--- config.mk ---
export PLATFORM = sky130hd
export DESIGN_NAME = udp_char_ram_writer
export DESIGN_NICKNAME = d
export VERILOG_FILES = /design/src/rtl/udp_char_ram_writer_pkg.sv /design/src/rtl/udp_char_ram_writer.sv
export SDC_FILE = /design/constraint.sdc
export NUM_CORES = 1
export LEC_CHECK = 0
export ABC_AREA = 0
export CORE_ASPECT_RATIO = 0.6
export CORE_UTILIZATION = 59
export CTS_CLUSTER_DIAMETER = 120
export CTS_CLUSTER_SIZE = 28
export DETAILED_ROUTE_END_ITERATION = 16
export HOLD_SLACK_MARGIN = 0.03
export PLACE_DENSITY_LB_ADDON = 0.25
export SLEW_MARGIN = 5
export SYNTH_ARGS = -nofsm -noshare
export SYNTH_HDL_FRONTEND = slang
export SYNTH_SLANG_ARGS = --single-unit
--- constraint.sdc ---
create_clock -name sys_clk -period 4.5 [get_ports sys_clk]
set_clock_uncertainty 0.1 [all_clocks]
set_input_delay 0.9 -clock sys_clk [delete_from_list [all_inputs] [get_ports sys_clk]]
set_output_delay 0.9 -clock sys_clk [all_outputs]
set_load 0.05 [all_outputs]
--- src/rtl/udp_char_ram_writer_pkg.sv ---
// ============================================================================
// Module  : udp_char_ram_writer_pkg
// Brief   : Shared constants, state encodings and helpers for the char RAM writer.
// Revision: 1.0 - initial release
// ============================================================================
`default_nettype none

package udp_char_ram_writer_pkg;

    localparam int unsigned c_RAM_AW  = 11;
    localparam int unsigned c_HDR_LEN = 4;
    localparam int unsigned c_ST_W    = 3;

    localparam logic [7:0]          c_MAGIC   = 8'hA5;
    localparam logic [c_RAM_AW-1:0] c_MAX_LEN = 11'd2047;

    localparam logic [c_ST_W-1:0] c_ST_IDLE     = 3'd0;
    localparam logic [c_ST_W-1:0] c_ST_HDR      = 3'd1;
    localparam logic [c_ST_W-1:0] c_ST_PAYLOAD  = 3'd2;
    localparam logic [c_ST_W-1:0] c_ST_TERM     = 3'd3;
    localparam logic [c_ST_W-1:0] c_ST_WAIT_EOF = 3'd4;
    localparam logic [c_ST_W-1:0] c_ST_DROP     = 3'd5;

    // Saturating add used by the dropped-packet counter.
    function automatic logic [7:0] sat_add8(input logic [7:0] a, input logic [1:0] b);
        logic [8:0] s;
        s = {1'b0, a} + {7'd0, b};
        return s[8] ? 8'hFF : s[7:0];
    endfunction

endpackage

`default_nettype wire

--- src/rtl/udp_char_ram_writer.sv ---
// ============================================================================
// Module  : udp_char_ram_writer
// Brief   : Parses UDP payloads (magic/channel/length header + chars) into the
//           OSD char RAM and flags when a complete string is committed.
// Revision: 1.0 - initial release
// ============================================================================
`default_nettype none

module udp_char_ram_writer
    import udp_char_ram_writer_pkg::*;
#(
    parameter logic [7:0]          MAGIC     = c_MAGIC,
    parameter logic [c_RAM_AW-1:0] MAX_LEN   = c_MAX_LEN,
    parameter logic                CH_FILTER = 1'b0
)(
    input  logic                sys_clk,
    input  logic                rst_n,
    input  logic                rx_valid,
    input  logic [7:0]          rx_data,
    input  logic                rx_sof,
    input  logic                rx_eof,
    input  logic                rx_err,
    input  logic [2:0]          ch_sel,
    output logic                ram_wr_en,
    output logic [c_RAM_AW-1:0] ram_wr_addr,
    output logic [7:0]          ram_wr_data,
    output logic                udp_rec_data_valid,
    output logic [2:0]          rec_ch,
    output logic [c_RAM_AW-1:0] rec_len,
    output logic [7:0]          drop_cnt
);

    logic [c_ST_W-1:0]   r_state;
    logic [c_ST_W-1:0]   w_state_nxt;
    logic [1:0]          r_hdr_cnt;
    logic [2:0]          r_ch;
    logic [15:0]         r_len;
    logic [c_RAM_AW-1:0] r_idx;
    logic                r_last_eof;
    logic                r_last_err;

    logic                r_wr_en;
    logic [c_RAM_AW-1:0] r_wr_addr;
    logic [7:0]          r_wr_data;
    logic                r_valid;
    logic [2:0]          r_rec_ch;
    logic [c_RAM_AW-1:0] r_rec_len;
    logic [7:0]          r_drop_cnt;

    logic                w_sof;
    logic                w_eof;
    logic                w_magic_ok;
    logic                w_restart_hdr;
    logic                w_restart_drop;
    logic [c_ST_W-1:0]   w_restart_state;
    logic [1:0]          w_abort_inc;
    logic [15:0]         w_len_full;
    logic                w_len_ok;
    logic                w_ch_ok;
    logic                w_hdr_last;
    logic                w_last_char;

    logic                w_wr_en;
    logic [c_RAM_AW-1:0] w_wr_addr;
    logic [7:0]          w_wr_data;
    logic                w_commit;
    logic                w_clr_valid;
    logic [1:0]          w_drop_inc;
    logic                w_start_hdr;
    logic                w_hdr_byte;
    logic                w_pay_start;
    logic                w_char;

    assign w_sof          = rx_valid & rx_sof;
    assign w_eof          = rx_valid & rx_eof;
    assign w_magic_ok     = (rx_data == MAGIC);
    // A start-of-frame byte is parsed as a fresh header; a lone sof+eof byte is a runt.
    assign w_restart_hdr  = ~rx_eof & w_magic_ok;
    assign w_restart_drop = rx_eof | ~w_magic_ok;
    assign w_restart_state = rx_eof ? c_ST_IDLE : (w_magic_ok ? c_ST_HDR : c_ST_DROP);
    assign w_abort_inc    = 2'd1 + {1'b0, w_restart_drop};

    assign w_len_full  = {r_len[15:8], rx_data};
    assign w_len_ok    = (w_len_full != 16'd0) && (w_len_full <= {5'd0, MAX_LEN});
    assign w_ch_ok     = !CH_FILTER || (r_ch == ch_sel);
    assign w_hdr_last  = (r_hdr_cnt == 2'(c_HDR_LEN - 1));
    assign w_last_char = (r_idx == (r_len[c_RAM_AW-1:0] - 11'd1));

    always_ff @(posedge sys_clk or negedge rst_n) begin
        if (!rst_n) begin
            r_state <= c_ST_IDLE;
        end else begin
            r_state <= w_state_nxt;
        end
    end

    always_comb begin
        w_state_nxt = r_state;
        case (r_state)
            c_ST_IDLE: begin
                if (w_sof) w_state_nxt = w_restart_state;
            end
            c_ST_HDR: begin
                if (w_sof)                  w_state_nxt = w_restart_state;
                else if (w_eof)             w_state_nxt = c_ST_IDLE;
                else if (rx_valid && w_hdr_last)
                    w_state_nxt = (w_len_ok && w_ch_ok) ? c_ST_PAYLOAD : c_ST_DROP;
            end
            c_ST_PAYLOAD: begin
                if (w_sof)                  w_state_nxt = w_restart_state;
                else if (rx_valid && w_last_char) w_state_nxt = c_ST_TERM;
                else if (w_eof)             w_state_nxt = c_ST_IDLE;
            end
            c_ST_TERM: begin
                if (r_last_eof)             w_state_nxt = w_sof ? w_restart_state : c_ST_IDLE;
                else if (w_sof)             w_state_nxt = w_restart_state;
                else if (w_eof)             w_state_nxt = c_ST_IDLE;
                else                        w_state_nxt = c_ST_WAIT_EOF;
            end
            c_ST_WAIT_EOF, c_ST_DROP: begin
                if (w_sof)                  w_state_nxt = w_restart_state;
                else if (w_eof)             w_state_nxt = c_ST_IDLE;
            end
            default: w_state_nxt = c_ST_IDLE;
        endcase
    end

    always_comb begin
        w_wr_en     = 1'b0;
        w_wr_addr   = '0;
        w_wr_data   = '0;
        w_commit    = 1'b0;
        w_clr_valid = 1'b0;
        w_drop_inc  = 2'd0;
        w_start_hdr = 1'b0;
        w_hdr_byte  = 1'b0;
        w_pay_start = 1'b0;
        w_char      = 1'b0;
        case (r_state)
            c_ST_IDLE: begin
                if (w_sof) begin
                    w_start_hdr = w_restart_hdr;
                    w_drop_inc  = {1'b0, w_restart_drop};
                end
            end
            c_ST_HDR: begin
                if (w_sof) begin
                    w_start_hdr = w_restart_hdr;
                    w_drop_inc  = w_abort_inc;
                end else if (w_eof) begin
                    w_drop_inc = 2'd1;
                end else if (rx_valid) begin
                    w_hdr_byte = 1'b1;
                    if (w_hdr_last) begin
                        if (w_len_ok && w_ch_ok) begin
                            w_pay_start = 1'b1;
                            w_clr_valid = 1'b1;
                        end else begin
                            w_drop_inc = 2'd1;
                        end
                    end
                end
            end
            c_ST_PAYLOAD: begin
                if (w_sof) begin
                    w_start_hdr = w_restart_hdr;
                    w_drop_inc  = w_abort_inc;
                end else if (rx_valid) begin
                    w_char    = 1'b1;
                    w_wr_en   = 1'b1;
                    w_wr_addr = r_idx;
                    w_wr_data = rx_data;
                    if (rx_eof && !w_last_char) w_drop_inc = 2'd1;
                end
            end
            c_ST_TERM: begin
                w_wr_en   = 1'b1;
                w_wr_addr = r_len[c_RAM_AW-1:0];
                w_wr_data = 8'h00;
                // Eof already arrived with the last char: finish with its latched error.
                if (r_last_eof) begin
                    w_commit = ~r_last_err;
                    if (w_sof) begin
                        w_start_hdr = w_restart_hdr;
                        w_drop_inc  = {1'b0, r_last_err} + {1'b0, w_restart_drop};
                    end else begin
                        w_drop_inc  = {1'b0, r_last_err};
                    end
                end else if (w_sof) begin
                    w_start_hdr = w_restart_hdr;
                    w_drop_inc  = w_abort_inc;
                end else if (w_eof) begin
                    w_commit   = ~rx_err;
                    w_drop_inc = {1'b0, rx_err};
                end
            end
            c_ST_WAIT_EOF: begin
                if (w_sof) begin
                    w_start_hdr = w_restart_hdr;
                    w_drop_inc  = w_abort_inc;
                end else if (w_eof) begin
                    w_commit   = ~rx_err;
                    w_drop_inc = {1'b0, rx_err};
                end
            end
            c_ST_DROP: begin
                // Packet was already counted on entry; only a new sof can count again.
                if (w_sof) begin
                    w_start_hdr = w_restart_hdr;
                    w_drop_inc  = {1'b0, w_restart_drop};
                end
            end
            default: ;
        endcase
    end

    always_ff @(posedge sys_clk or negedge rst_n) begin
        if (!rst_n) begin
            r_hdr_cnt  <= '0;
            r_ch       <= '0;
            r_len      <= '0;
            r_idx      <= '0;
            r_last_eof <= 1'b0;
            r_last_err <= 1'b0;
        end else begin
            if (w_start_hdr) begin
                r_hdr_cnt <= 2'd1;
            end else if (w_hdr_byte) begin
                r_hdr_cnt <= r_hdr_cnt + 2'd1;
                case (r_hdr_cnt)
                    2'd1:    r_ch        <= rx_data[2:0];
                    2'd2:    r_len[15:8] <= rx_data;
                    2'd3:    r_len[7:0]  <= rx_data;
                    default: ;
                endcase
            end
            if (w_pay_start) begin
                r_idx <= '0;
            end else if (w_char) begin
                r_idx <= r_idx + 11'd1;
            end
            if (w_char) begin
                r_last_eof <= rx_eof;
                r_last_err <= rx_err;
            end
        end
    end

    always_ff @(posedge sys_clk or negedge rst_n) begin
        if (!rst_n) begin
            r_wr_en    <= 1'b0;
            r_wr_addr  <= '0;
            r_wr_data  <= '0;
            r_valid    <= 1'b0;
            r_rec_ch   <= '0;
            r_rec_len  <= '0;
            r_drop_cnt <= '0;
        end else begin
            r_wr_en    <= w_wr_en;
            r_wr_addr  <= w_wr_addr;
            r_wr_data  <= w_wr_data;
            r_drop_cnt <= sat_add8(r_drop_cnt, w_drop_inc);
            if (w_clr_valid) begin
                r_valid <= 1'b0;
            end else if (w_commit) begin
                r_valid   <= 1'b1;
                r_rec_ch  <= r_ch;
                r_rec_len <= r_len[c_RAM_AW-1:0];
            end
        end
    end

    assign ram_wr_en          = r_wr_en;
    assign ram_wr_addr        = r_wr_addr;
    assign ram_wr_data        = r_wr_data;
    assign udp_rec_data_valid = r_valid;
    assign rec_ch             = r_rec_ch;
    assign rec_len            = r_rec_len;
    assign drop_cnt           = r_drop_cnt;

endmodule

`default_nettype wire
==> results of run 1 <==
sequential cells by signal, indices dropped and copies added, names as in the netlist, 2 cells and up:
| name | cells |
|---|---|
| r_len | 16 |
| rec_ch | 3 |
| r_hdr_cnt | 2 |
| r_idx | 11 |
| rec_len | 11 |
| drop_cnt | 8 |
| ram_wr_data | 8 |
| ram_wr_addr | 11 |
| r_ch | 3 |
| r_state | 3 |
Yosys cell counts (all sizes together), types with 5 or more instances:
cell | instances | area [um^2]
a21oi | 6 | 30.03
a22o | 9 | 78.83
and2 | 11 | 68.82
and3 | 7 | 43.79
buf | 13 | 83.82
clkbuf | 8 | 33.79
dfrtp | 80 | 2002
ha | 8 | 100.1
inv | 12 | 45.04
mux2 | 34 | 382.9
mux2i | 5 | 50.05
nand2 | 32 | 125.1
nand3 | 12 | 60.06
nand4 | 5 | 31.28
nor2 | 35 | 136.4
nor3 | 10 | 61.31
o21ai | 9 | 45.04
xnor2 | 18 | 157.7
xor2 | 13 | 113.9
power by group:
part	internal (mW)	switching, mW	total, mW	leakage (nW)
combinational	0.516	0.632	1.15	1.09
clock	0.452	0.306	0.759	0.151
sequential	0.869	0.240	1.11	1.08
layout make-up:
type / instances / share of cell area
clock buffers: 10 / 0.04806
clock inverters: 6 / 0.01510
inverters: 12 / 0.009059
multi-input cells: 263 / 0.3850
flip-flops and latches: 80 / 0.4026
well taps: 87 / 0.02189
repair buffers: 60 / 0.1183
final timing paths:
| check | from | endpoint | slack [ns] | depth (start not counted) |
|---|---|---|---|---|
| setup reg to reg | r_len[1] | drop_cnt[0] | 0.92 | 14 |
| min in group asynchronous | rst_n | ram_wr_addr[3] | 0.60 | 1 |
| hold reg to reg | rec_ch[0] | rec_ch[0] | 0.40 | 1 |
| setup / recovery | rx_data[1] | drop_cnt[0] | 0.55 | 15 |
| hold / removal | rec_ch[0] | rec_ch[0] | 0.40 | 1 |
| max in group asynchronous | rst_n | r_idx[10] | 3.03 | 1 |
routing by layer:
metal | global-route usage | up-vias | part of all wire
li1 | - | 1418 | -
met1 | 0.4244 | 1522 | 0.47
met2 | 0.3892 | 137 | 0.44
met3 | 0.08867 | 8 | 0.082
met4 | 0.06833 | 0 | 0.0083
met5 | 0 | - | 0
cells by family (layout without fill, tap and decap cells):
group	count (synthesis)	in the layout
buffers and inverters	33	88
AND/OR/NAND/NOR	137	137
XOR/XNOR	31	31
multiplexers	39	39
AO/OA/AOI/OAI	47	47
adder cells (fa/ha/maj)	9	9
flip-flops	80	80
worst register-to-register path, stage by stage, from the launching register on:
cell	delay, ns
dfrtp_1	0.47
inv_1	0.13
ha_1	0.27
nor4b_4	0.43
mux2i_1	0.13
a211oi_1	0.26
o21a_1	0.16
nor4_1	0.07
o211ai_1	0.19
ha_1	0.19
inv_1	0.05
fa_1	0.42
nor2_1	0.22
nand3_1	0.26
nand2b_1	0.15
stage by stage:
stage | instance area, um^2 | hold WS [ns] | power, mW | utilization | setup slack [ns]
detailed placement | 4658 | 0.3919 | 2.240 | 0.6977 | 0.2597
CTS | 4972 | 0.4102 | 3.018 | 0.7448 | 0.5959
global route | 4972 | 0.4251 | 3.178 | 0.7448 | 0.3479
global placement | 4658 | 0.3837 | 2.183 | 0.6977 | 0.3880
floorplan | 4079 | 0.3701 | 1.934 | - | 1.156
finish | 4972 | 0.4042 | 3.016 | 0.7448 | 0.5536
==> results.md, run 1 <==
* Total CTS buffers at 9
* Maxcap violations at 0
* Non-Filler Instances at 518
* CP peak stage delay at 0.48 ns
* Vias in the first global route at 2868
* Largest family of logic cells by synthesized area: simple AND/OR/NAND/NOR gates
* Area growth syn-to-layout at 21.90%
* Post-Synth Simple-Gate Area at 0.1847
* I/O pins at 60
* Post-CTS setup buffers at 0
* Adder-cell share of the synthesized area at 0.02945
* Crit Path Class: in -> reg
* Cells after Synth at 376
* Post-CTS sizing at 0
* Initial Util at 0.6109
* Synth Cell Area at 4079 um^2
* Mean Syn Cell Area at 10.85 um^2
* Fin. max-slew vios at 0
* CTS Buffer Depth at 2
* Area taken by multi-input logic gates at 1914 um^2
* Core Box Area at 6676 um^2
* Layout cells sized above 1 at 0.1578
* Clock root buffer: clkbuf_16
* Hold/Removal Path Class: reg -> reg
* Synth Warn # at 0
* Worst-Margin Slew at 0.9886 ns
* Final Setup Violations at 0
* TritonRoute pass-1 iters at 5
* Detailed-route wire length at 9342 um
* Detailed Route Iter0 Violations at 256
* VDD IR-drop max at 0.0002645 V
* Via Count at 3085
* # clock sinks at 80
* Crit end category: register
* Die Height at 66.41 um
* Register area share after synthesis at 0.4908
* Commonest non-fill, non-tap cell in the layout: dfrtp_1
* Clk_lat worst skew at 0.34 ns
* Buf/Inv on CP at 3
* Via density at 5.956
* Largest net degree at the start of global routing at 81
* Leakage at 2.319 nW
* Post-synth EDFFs at 0
* HPWL after detailed placement at 6336 um
* Clk slew on worst S/H paths at 0.06 ns
* Number of remaining DRC errors at 0
* Gpl congestion at 0.9710
* Worst setup SP type: input pin
* Post-synthesis compound-gate area fraction at 0.08252
* Reg area at 2002 um^2
* Flop and latch count out of synthesis at 80
* First-pass GRT wire length at 15040 um
* Final period util at 0.8770
* Synth Flop Type: dfrtp_1
* Post-DR wirelength/cell at 18.03 um
* CTS tree: yes
* Synth Area in XOR/XNOR at 0.06656
* Inst Count DP at 502
* CTS Hold Buffers Added at 0
* GRT Overall Usage at 0.2819
* Critical Path AT at 4.12 ns
* Outcome: complete, no violations
* Power per cell area at 606.6 nW/um^2
* H-tree depth at 3
* Req. time, crit path at 4.67 ns
* Max_slew headroom at 0.3410
* Slowest cell on crit path: clkdlybuf4s50_1
* Crit-path cells: clkdlybuf4s50_1, nor4_1, buf_4, nand3_1, ha_1, mux2i_1, o22ai_1, nand2_1, o211ai_1, ha_1, inv_1, fa_1, nor2_1, nand3_1, nand2b_1
* Post-synthesis net count at 402
* Final-report hold violation count at 0
* Crit-path max FO at 6
* # port buffers at 56
* Total grt overflow at 0
* Die Span X at 109.3 um
* FP Rows at 23
* Post-DRT Antenna Nets at 0
* Ys async rst share at 1.000
* Tmin final at 3.946 ns
* Nets at 452
* Post-synthesis mux area share at 0.1061
* Number of diodes at 0
* DIE AREA at 7261 um^2
* Final TNS setup at 0 ns
* Peak Freq at 0.2534 GHz
* Yosys cell types at 58
* Commonest non-fill, non-tap cells in the layout: dfrtp_1 (80), clkdlybuf4s50_1 (55), mux2_2 (34)
* Top delay family on crit path: simple AND/OR/NAND/NOR gates
* Initial antenna violation count at 0
* Filler cells at 470
* RSZ-0062 raised after global routing: no
No activity file was read; power rests on OpenSTA's default activity.
==> inputs of run 2 (changes only) <==
- CORE_UTILIZATION: 59 -> 30
==> run 2 against run 1 <==
  * The run now ends with design-rule violations left
  * First-iteration DRC count decreased by 34%
  * Critical path depth unchanged
  * Power decreased by 3.0%
  * Die area increased by 94%
  * Register-to-register slack improved by 0.07 ns
  * Clock-buffer cell count unchanged
  * Sequential power about the same
  * Critical path type unchanged
==> results.md, run 2 (synthesis results as in run 1) <==
* Initial Util at 0.3125 (-0.2984)
* Peak Freq at 0.2506 GHz (-1.1%)
* Tmin final at 3.990 ns (+0.04324 ns)
* Gpl congestion at 0.8477 (-13%)
* Largest register FFs at 16 (unchanged)
* H-tree depth at 3 (unchanged)
* GR peak layer: met1
* VDD IR-drop max at 0.0002023 V (-24%)
* Initial antenna violation count at 0 (unchanged)
* Max_slew headroom at 0.4406 (+0.09969)
* Power per cell area at 578.5 nW/um^2 (-4.6%)
* Switching part of the total at 0.3931 (+0.002249)
* Via density at 4.937 (-17%)
* I/O pins at 60 (unchanged)
* Clk_lat worst skew at 0.34 ns (about the same)
* Top reg by flops: r_len
* CTS Buffer Depth at 2 (unchanged)
* Post-CTS sizing at 0 (unchanged)
* Worst setup SP type: input pin
* # clock sinks at 80 (unchanged)
* Reg area at 2002 um^2 (unchanged)
* Hold/Removal Path Class: reg -> reg
* Vias in the first global route at 3008 (+4.9%)
* Clk slew on worst S/H paths at 0.06 ns (about the same)
* Setup slack, reg-to-reg at 0.99 ns (+0.07 ns)
* Detailed Route Iter0 Violations at 169 (-34%)
* Via Count at 2977 (-3.5%)
* Area growth syn-to-layout at 23.99%
* Post-DR wirelength/cell at 16.94 um (-6.1%)
* P_int at 1.776 mW (-3.4%)
* Commonest non-fill, non-tap cells in the layout: dfrtp_1 (80), clkdlybuf4s50_1 (55), mux2_2 (34)
* Number of diodes at 0 (unchanged)
* Area taken by multi-input logic gates at 1914 um^2 (unchanged)
* Worst-Margin Slew at 0.8390 ns (-0.1495 ns)
* Post-CTS setup buffers at 0 (unchanged)
* Final TNS setup at 0 ns (unchanged)
* First-pass GRT wire length at 16670 um (+11%)
* Layout cells sized above 1 at 0.1617 (+0.003890)
* FP Rows at 32 (+39%)
* Detailed-route wire length at 10210 um (+9.3%)
* Post-route core utilization at 0.3875 (-0.3573)
* Final period util at 0.8866 (+0.009609)
* Clock root buffer: clkbuf_16
* RSZ-0062 raised after global routing: no
* Post-DRT Antenna Nets at 0 (unchanged)
* Combinational share of power at 0.387 (+0.006)
* Fin. max-slew vios at 0 (unchanged)
* Failing checks: design-rule violations
* Die Span X at 152.5 um (+40%)
* Core Box Area at 13050 um^2 (+96%)
* HPWL after detailed placement at 7313 um (+15%)
* Largest net degree at the start of global routing at 65 (-20%)
* Critical Path AT at 4.16 ns (+0.04 ns)
* Final Setup Violations at 0 (unchanged)
* TritonRoute pass-1 iters at 13 (+8)
* Grt met2 use at 0.2193 (-0.1699)
* Total grt overflow at 0 (unchanged)
* Sequential share of power at 0.378 (+0.010)
* Crit-path max FO at 6 (unchanged)
* Total CTS buffers at 9 (unchanged)
* Outcome: finished with violations
* Maxcap violations at 0 (unchanged)
* # port buffers at 56 (unchanged)
* Die Height at 92.32 um (+39%)
* Clk pwr share at 0.236 (-0.016)
* Number of remaining DRC errors at 1 (+1)
* NetSw at 1.150 mW (-2.4%)
* Commonest non-fill, non-tap cell in the layout: dfrtp_1
* Crit end category: register
* Final-report hold violation count at 0 (unchanged)
* Filler cells at 1306 (+180%)
* CTS Hold Buffers Added at 0 (unchanged)
* GRT Overall Usage at 0.1566 (-0.1253)
* Crit Path Class: in -> reg
* CTS tree: yes
* Req. time, crit path at 4.67 ns (about the same)
* DIE AREA at 14080 um^2 (+94%)
* Met3 track demand over resource at 0.04399 (-0.04468)
* Nets at 454 (+0.44%)
* Met1 Use GR at 0.2314 (-0.1930)
* Leakage at 2.321 nW (about the same)
[run 2: changes by cell type in the layout (fill, tap and decap cells not counted), sizes merged]
| cell | change |
|---|---|
| buf | +2 |
| clkinv | +2 |
| bufinv | -1 |
| clkinvlp | -1 |
[run 2: layout make-up]
class	instances	share of cell area
Clock inverter	6	0.008164
Multi-Input combinational cell	263	0.3785
Clock buffer	10	0.04725
Tap cell	170	0.04206
Inverter	12	0.008906
Timing Repair Buffer	62	0.1192
Sequential cell	80	0.3958
[run 2: power by group through the flow]
stage	registers [mW]	clock network (mW)	logic, mW
3_3_place_gp	1.11	0	1.12
6_report	1.11	0.689	1.13
2_1_floorplan	1.18	0	0.759
5_1_grt	1.14	0.738	1.25
3_5_place_dp	1.12	0	1.13
4_1_cts	1.11	0.710	1.14
[run 2: final timing paths]
kind | end | cells past startpoint | start
setup / recovery | drop_cnt[1] | 15 | rx_data[1]
hold / removal | r_len[14] | 1 | r_len[14]
setup reg to reg | drop_cnt[1] | 14 | r_len[0]
hold reg to reg | r_len[14] | 1 | r_len[14]
max in group asynchronous | r_state[2] | 2 | rst_n
min in group asynchronous | ram_wr_addr[10] | 1 | rst_n
[run 2: worst max-delay path: stages]
cell and delay, ns:
clkdlybuf4s50_1 0.50, nor4_1 0.42, buf_4 0.20, nand3_1 0.15, ha_1 0.32, mux2i_1 0.06
o22ai_1 0.13, nand2_1 0.09, o211ai_1 0.12, ha_1 0.20, inv_1 0.05, fa_1 0.42
nor2_1 0.21, nand3_1 0.25, nand2_1 0.13
[run 2: metal layers]
metal,wire length [um],vias up
met5,0,-
met4,36,0
met3,717,4
met2,4133,90
met1,5325,1468
li1,-,1415
[run 2: per-stage QoR]
stage / std cells / hold slack, ns / worst slack, ns / power [mW] / area [um^2]
2_1_floorplan: 376 / 0.3701 / 1.156 / 1.934 / 4079
3_3_place_gp: 587 / 0.3816 / 0.1929 / 2.227 / 4777
3_5_place_dp: 587 / 0.3884 / 0.1710 / 2.251 / 4777
4_1_cts: 603 / 0.4030 / 0.5251 / 2.955 / 5057
5_1_grt: 603 / 0.4215 / 0.1845 / 3.129 / 5057
6_report: 603 / 0.4023 / 0.5103 / 2.926 / 5057
